===== config.mk =====
export PLATFORM = sky130hd
export DESIGN_NAME = dphy_lane_deser
export DESIGN_NICKNAME = d
export VERILOG_FILES = /design/src/rtl/dphy_lane_deser.sv
export SDC_FILE = /design/constraint.sdc
export NUM_CORES = 1
export LEC_CHECK = 0
export CAP_MARGIN = 20
export CORE_ASPECT_RATIO = 1.4
export CORE_MARGIN = 3
export CORE_UTILIZATION = 50
export DETAILED_ROUTE_END_ITERATION = 7
export MAX_ROUTING_LAYER = met4
export PLACE_DENSITY = 0.73
export SETUP_SLACK_MARGIN = 0.5
export SYNTH_ARGS = -nofsm -noshare
export SYNTH_HDL_FRONTEND = slang
export SYNTH_SLANG_ARGS = --single-unit

===== constraint.sdc =====
create_clock -name sys_clk -period 1.76 [get_ports sys_clk]
set_input_delay 0.264 -clock sys_clk [delete_from_list [all_inputs] [get_ports sys_clk]]
set_output_delay 0.264 -clock sys_clk [all_outputs]
set_load 0.01 [all_outputs]

===== src/rtl/dphy_lane_deser.sv =====
// Multi-lane D-PHY HS deserialiser: each lane hunts for the HS sync byte at any
// bit offset, locks that offset and then emits aligned bytes with a valid strobe.

module dphy_lane_deser_lane #(
    parameter int          DIN_W        = 2,
    parameter logic [7:0]  SYNC_WORD    = 8'hB8,
    parameter int          HUNT_TIMEOUT = 64
) (
    input  logic             sys_clk,
    input  logic             reset,
    input  logic             hs_en,
    input  logic [DIN_W-1:0] din,
    output logic [7:0]       dout,
    output logic             dout_valid,
    output logic             locked,
    output logic             locked_nxt,
    output logic             sync_err
);
    localparam int TW      = (HUNT_TIMEOUT > 1) ? $clog2(HUNT_TIMEOUT) : 1;
    localparam int TO_LAST = (HUNT_TIMEOUT > 0) ? HUNT_TIMEOUT - 1 : 0;

    typedef enum logic [1:0] {IDLE, HUNT, LOCKED} state_t;

    state_t          state, state_nxt;
    logic [15:0]     hist, hist_nxt;
    logic [2:0]      off, off_nxt;
    logic [2:0]      bitcnt, bitcnt_nxt;
    logic [TW-1:0]   tcnt, tcnt_nxt;
    logic [3:0]      bit_sum;
    logic [7:0]      byte_sel;
    logic [2:0]      match_off;
    logic            match;
    logic            emit;
    logic            err_nxt;

    // Newest bits enter at the MSB end; bit 15 of hist_nxt is the latest bit.
    assign hist_nxt = 16'({din, hist} >> DIN_W);
    assign bit_sum  = {1'b0, bitcnt} + 4'(DIN_W);
    assign byte_sel = hist_nxt[4'd15 - {1'b0, off} -: 8];

    // Scan downward so the smallest matching offset wins.
    always_comb begin
        match     = 1'b0;
        match_off = '0;
        for (int j = DIN_W - 1; j >= 0; j--) begin
            if (hist_nxt[15-j -: 8] == SYNC_WORD) begin
                match     = 1'b1;
                match_off = 3'(j);
            end
        end
    end

    always_comb begin
        state_nxt  = state;
        off_nxt    = off;
        bitcnt_nxt = bitcnt;
        tcnt_nxt   = tcnt;
        err_nxt    = 1'b0;
        emit       = 1'b0;
        if (!hs_en) begin
            state_nxt = IDLE;
        end else begin
            case (state)
                IDLE: begin
                    state_nxt = HUNT;
                    tcnt_nxt  = '0;
                end
                HUNT: begin
                    if (match) begin
                        state_nxt  = LOCKED;
                        off_nxt    = match_off;
                        bitcnt_nxt = '0;
                    end else if (HUNT_TIMEOUT != 0 && tcnt == TW'(TO_LAST)) begin
                        err_nxt  = 1'b1;
                        tcnt_nxt = '0;
                    end else begin
                        tcnt_nxt = tcnt + 1'b1;
                    end
                end
                LOCKED: begin
                    bitcnt_nxt = bit_sum[2:0];
                    emit       = bit_sum[3];
                end
                default: state_nxt = IDLE;
            endcase
        end
    end

    always_ff @(posedge sys_clk) begin
        if (reset) begin
            state      <= IDLE;
            hist       <= '0;
            off        <= '0;
            bitcnt     <= '0;
            tcnt       <= '0;
            dout       <= '0;
            dout_valid <= 1'b0;
            sync_err   <= 1'b0;
        end else begin
            state      <= state_nxt;
            hist       <= hist_nxt;
            off        <= off_nxt;
            bitcnt     <= bitcnt_nxt;
            tcnt       <= tcnt_nxt;
            dout_valid <= emit;
            sync_err   <= err_nxt;
            if (emit) dout <= byte_sel;
        end
    end

    assign locked     = (state == LOCKED);
    assign locked_nxt = (state_nxt == LOCKED);
endmodule

module dphy_lane_deser #(
    parameter int          LANES        = 2,
    parameter int          DIN_W        = 2,
    parameter logic [7:0]  SYNC_WORD    = 8'hB8,
    parameter int          HUNT_TIMEOUT = 64
) (
    input  logic                   sys_clk,
    input  logic                   reset,
    input  logic [LANES-1:0]       hs_en,
    input  logic [LANES*DIN_W-1:0] din,
    output logic [LANES*8-1:0]     dout,
    output logic [LANES-1:0]       dout_valid,
    output logic [LANES-1:0]       locked,
    output logic                   all_locked,
    output logic [LANES-1:0]       sync_err
);
    if (!(DIN_W == 1 || DIN_W == 2 || DIN_W == 4 || DIN_W == 8)) begin : g_bad_din_w
        $error("DIN_W must be 1, 2, 4 or 8");
    end
    if (LANES < 1 || LANES > 4) begin : g_bad_lanes
        $error("LANES must be 1..4");
    end

    logic [LANES-1:0] lock_nxt;

    for (genvar i = 0; i < LANES; i++) begin : g_lane
        dphy_lane_deser_lane #(
            .DIN_W        (DIN_W),
            .SYNC_WORD    (SYNC_WORD),
            .HUNT_TIMEOUT (HUNT_TIMEOUT)
        ) u_lane (
            .sys_clk    (sys_clk),
            .reset      (reset),
            .hs_en      (hs_en[i]),
            .din        (din[i*DIN_W +: DIN_W]),
            .dout       (dout[i*8 +: 8]),
            .dout_valid (dout_valid[i]),
            .locked     (locked[i]),
            .locked_nxt (lock_nxt[i]),
            .sync_err   (sync_err[i])
        );
    end

    // Built from next-state so it moves on the same edge as the per-lane locked bits.
    always_ff @(posedge sys_clk) begin
        if (reset) all_locked <= 1'b0;
        else       all_locked <= &lock_nxt;
    end
endmodule


# Yosys cells after proc, flatten, opt, wreduce, memory -nomap -nowiden
# Index checks and enable logic that the tools add are counted.
[classes]
n_addsub = 6
multipliers = 0
n_div = 0
order_cmp = 0
n_eq_ne = 16
n_shift = 2
muxes = 30
bitwise = 4
n_reduce_logical = 15
[op_table]
columns = ["op", "count"]
rows = [
  ["$shiftx 23x5->8", 2],
  ["$eq 8x8->1 const B", 4],
  ["$mux 6", 4],
  ["$pmux 6 s2", 2],
  ["$reduce_and 3->1", 6],
  ["$add 6x1->6 const B", 2],
  ["$eq 6x6->1 const B", 2],
  ["$mux 1", 12],
  ["$mux 3", 4],
  ["$pmux 2 s3", 2],
  ["$pmux 3 s2", 2],
  ["$add 3x2->4 const B", 2],
  ["$eq 2x2->1 const B", 4],
  ["$mux 2", 4],
  ["$reduce_bool 2->1", 4],
  ["$reduce_or 4->1", 2],
  ["$sub 4x3->4 const A", 2],
  ["$eq 2x1->1 const B", 2],
  ["$logic_not 2->1", 2],
  ["$ne 2x1->1 const B", 2],
  ["$ne 2x2->1 const B", 2],
  ["$not 1->1", 4],
  ["$reduce_and 2->1", 1],
]
[totals]
ff_bits = 81
latchBits = 0
mem_bits_rw = 0
mem_bits_ro = 0
in_bits = 8
out_inout_bits = 23
word_cells = 90
n_memories = 0

# Depth between registers and ports, before layout
[logic_depth]
depth_word = 8
mapped_depth = 6
depth_no_buf = 5

# By module
# A second synthesis with hierarchy kept.
[hier_totals]
hier_cells = 250
hier_area_um2 = 2543.7
[by_module_without_submodules]
columns = ["mod", "instances", "cells_per_inst", "area_per_inst_um2", "seq_area_each_um2"]
rows = [
  ["dphy_lane_deser_lane", 2, 124, 1257.5, 560.5],
  ["dphy_lane_deser", 1, 2, 28.8, 20.0],
]

# Least setup slack after synthesis
# OpenSTA, ideal clock, no wires.
[synth_timing]
path_kind = "register to register"
start = "register g_lane[1].u_lane.tcnt[0]"
end = "register g_lane[1].u_lane.tcnt[5]"
setup_time_ns = 0.092
arrival_time_ns = 1.334
t_required_ns = 1.668
setup_slack_ns = 0.334
path_stages_with_launch = 6
path_buffers = 0
synth_period_minus_slack_ns = 1.426
path_cell_list = "dfxtp_1 ha_1 and3_1 a31oi_1 nand4_1 o32ai_1"
[synth_between]
elab_chain_cells = 4
word_cells_on_any_way = 5
classes_between = "1 x add/sub; 1 x eq/ne; 3 x mux"
[synth_rtl]
columns = ["item", "line", "text"]
rows = [
  ["start: declaration", "28", "logic [TW-1:0] tcnt, tcnt_nxt;"],
  ["start signal: assignment", "104", "tcnt <= tcnt_nxt;"],
  ["$add 6x1->6 or $eq 6x6->1 (tied branches)", "77, 73", ""],
  ["$mux 6 *", "73", "end else if (HUNT_TIMEOUT != 0 && tcnt == TW'(TO_LAST)) begin"],
  ["$mux 6 *", "69", "if (match) begin"],
  ["$pmux 6 s2 *", "63", "case (state)"],
]
# Mark *: on every way between the ends. The rest lies on a longest branch, timed or not. The select of a mux whose other input is x is not followed.
# A chain may end at the register's enable or synchronous reset.

# Worst setup path after layout
[layout_timing]
start = "input din[3]"
end = "register g_lane[1].u_lane.tcnt[5]"
[layout_between]
elab_chain_cells = 4
[layout_rtl]
columns = ["item", "line", "text"]
rows = [
  ["start: declaration", "124", "input logic [LANES*DIN_W-1:0] din,"],
  ["$eq 8x8->1", "46", "if (hist_nxt[15-j -: 8] == SYNC_WORD) begin"],
  ["$mux 1", "46", ""],
  ["$ne 2x2->1 (no line)", "--", ""],
  ["$reduce_and 3->1 (no line)", "--", ""],
]
# Every way passes these cells.

==> impl_metrics.py <==
metrics = {
    "sta": {
        "finalMaxSlewViolations": 0,
        "rsz0062_at_grt": "yes",
        "finalCriticalPeriod_ns": 1.51,
        "slew_headroom_pct": 66.8,
        "worstMarginPinSlew_ns": 0.497,
        "setup_viol": 0,
        "finalHoldViolCount": 0,
        "max_freq_mhz": 664,
        "period_share_pct": 85.5,
        "whs_ns": 0.358,
        "fin_worst_skew_ns": 0.00363,
    },
    "power": {
        "ir_drop_uv": 580,
        "power.density_nw_per_um2": 722,
        "finalPower_mw": 2.73,
        "power.leakage_nw": 1.44,
    },
    "finish": {
        "diodes": 0,
        "final_area_um2": 3780,
        "final_cell_mix": "dfxtp_1 (39), buf_4 (34), dlygate4sd2_1 (23)",
        "final_common_cell": "dfxtp_1",
        "drive_gt1_share_pct": 46.2,
        "area_growth_pct": 46.8,
        "nFillCells": 301,
        "final_nets": 333,
    },
    "cts": {
        "cts-root-buf": "clkbuf_8",
        "clock_path_buffers": 2,
        "cts_inserted_buffers": 9,
        "htree_levels": 3,
        "clkTransAtPathRegs_ns": 0.06,
        "clk_latency_ns": 0.34,
        "cts.sinks": 57,
        "tritoncts": "done",
    },
    "yosys": {
        "synth_top_family_by_area": "simple AND/OR/NAND/NOR gates",
        "synth.area.mux_share_pct": 6.61,
        "yosys_register_bits": 57,
        "syn-cell-area_um2": 2570,
        "synthArstFlopShare_pct": 0,
        "syn_inst": 260,
        "synth_top_area_share_pct": 44.3,
        "yosysSeqAreaShare_pct": 44.3,
        "yosys.area_share.adder_pct": 1.94,
        "synthSimpleGateAreaFrac_pct": 21.9,
        "yosysWarnings": 0,
        "synthXorXnorAreaFrac_pct": 0,
        "synth_top_area_cell": "dfxtp_1",
        "synth-edff-count": 0,
        "synth_compound_area_share_pct": 18.9,
        "synth_nets": 272,
        "postSynthAreaPerCell_um2": 9.90,
        "synth.distinct_cells": 52,
        "synth_area_leaders": "dfxtp_1 (44%), mux2i_1 (6.6%), a211oi_1 (5.5%)",
        "ys.flop_type": "dfxtp_1",
    },
    "critical_path": {
        "slowest_stage": "clkdlybuf4s50_1",
        "startpoint_type": "input pin",
        "critPathKind": "input pin to flip-flop",
        "arrival_ns": 1.75,
        "slowest_delay_ns": 0.45,
        "required_ns": 2.01,
        "end_kind": "flip-flop",
        "crit_chain": "clkdlybuf4s50_1, and4bb_4, o21ai_4, nand4_1, o32ai_2",
        "cp_max_fo": 4,
    },
    "route": {
        "ant_nets": 0,
        "num_vias": 2318,
        "drt_iter0_drc": 177,
        "drc": 0,
        "routed_wl_um": 6900,
        "avgRoutedWirePerCell_um": 17.7,
        "via_per_inst": 5.96,
        "dr.pass1.iters": 4,
    },
    "place": {
        "dp_hpwl_um": 3620,
        "place_area_um2": 2980,
        "portBuffers": 30,
        "globalplace.congestion": 0.804,
    },
    "floorplanning": {
        "ioPinCount": 31,
        "coreArea_um2": 4920,
        "die_x_um": 66.7,
        "placement_rows": 30,
        "initial_core_util_pct": 52.4,
        "die_h_um": 90.9,
        "die_area_um2": 6060,
    },
    "hold_path": {
        "min_path_type": "input pin to flip-flop",
    },
    "flow_run": {
        "drv_cap": 0,
    },
    "global_route": {
        "grt_usage_pct": 22.3,
        "grt_max_degree": 26,
        "grt_pass1_wl_um": 9980,
        "antenna_found_initial": 0,
        "grt_overflow": 0,
        "grt_pass1_vias": 2118,
    },
    "run_status": {
        "status": "completed",
    },
}
through the flow:
step	cells	util (%)	worst slack, ns	TNS (ns)
5_1_grt	389	76.9	0.201	0
3_5_place_dp	344	60.6	-0.0973	-0.432
6_report	389	76.9	0.254	0
3_3_place_gp	344	60.6	-0.0518	-0.176
4_1_cts	377	69.5	0.349	0
2_1_floorplan	260	-	0.456	0
state kept, by name, indices dropped and copies added, names as in the netlist:
name                      cells
g_lane.u_lane.dout           16
g_lane.u_lane.hist           14
g_lane.u_lane.tcnt           12
g_lane.u_lane.bitcnt          4
g_lane.u_lane.state           4
g_lane.u_lane.dout_valid      2
g_lane.u_lane.off             2
g_lane.u_lane.sync_err        2
all_locked                    1
report_power, final:
part | total, mW | internal (mW) | switching (mW)
Clock | 1.23 | 0.719 | 0.513
Sequential | 1.32 | 1.30 | 0.0194
Combinational | 0.176 | 0.0738 | 0.102
layout make-up:
class / instances / area [um^2] / area share, %
clock buffer: 12 / 155 / 4.10
clock inverter: 3 / 40.0 / 1.06
inverter: 9 / 33.8 / 0.894
multi-input combinational: 173 / 1630 / 43.2
sequential: 57 / 1180 / 31.2
tap: 64 / 80.1 / 2.12
timing repair buffer: 71 / 658 / 17.4
final timing paths:
kind / startpoint / endpoint / cells after the start / slack (ns)
setup reg to reg: g_lane[1].u_lane.hist[15] / g_lane[1].u_lane.tcnt[5] / 4 / 0.26
hold reg to reg: g_lane[0].u_lane.dout[5] / g_lane[0].u_lane.dout[5] / 2 / 0.49
hold / removal: reset / g_lane[0].u_lane.tcnt[3] / 2 / 0.36
setup / recovery: din[3] / g_lane[1].u_lane.tcnt[5] / 5 / 0.25
cell usage after synthesis (3+ instances only):
cell,number
clkbuf_1,7
and4bb_2,4
buf_4,7
o32ai_1,5
nand2b_1,3
buf_6,3
inv_1,8
o21ai_0,4
dfxtp_1,57
nor3_1,5
a31oi_1,3
nor2b_1,16
nor2_1,21
mux2i_1,17
a211oi_1,19
nand2_1,3
nand4_1,7
nand3_1,7
a21oi_1,11
ha_1,4
o311ai_1,3
and2_1,3
and3_1,5
routing by layer:
metal | global-route usage, % | up-vias | routed length, um
met2 | 33.9 | 70 | 3470
li1 | - | 1090 | -
met1 | 26.5 | 1140 | 2950
met3 | 5.73 | 18 | 250
met4 | 12.2 | 0 | 231
met5 | - | - | 0
worst max-delay path, delay by kind of cell:
family	cells	cell delay (ns)
compound gates	2	0.51
buf+inv	1	0.45
simple gates	2	0.53
repair_timing:
action                     4_1_cts  5_1_grt
pin swaps                       21       23
hold endpoints to repair         0        0
buffers inserted                18       10
hold buffers                     0        0
setup endpoints to repair       62       40
gates resized for setup         64       60
gates cloned                     0        2
cell families after synthesis:
logic type,after synthesis
adders and majority gates,4
AOI/OAI and AO/OA,63
DFF,57
and+or+nand+nor,89
buffers and inverters,30
muxes,17
No activity file was read; power rests on OpenSTA's default activity.
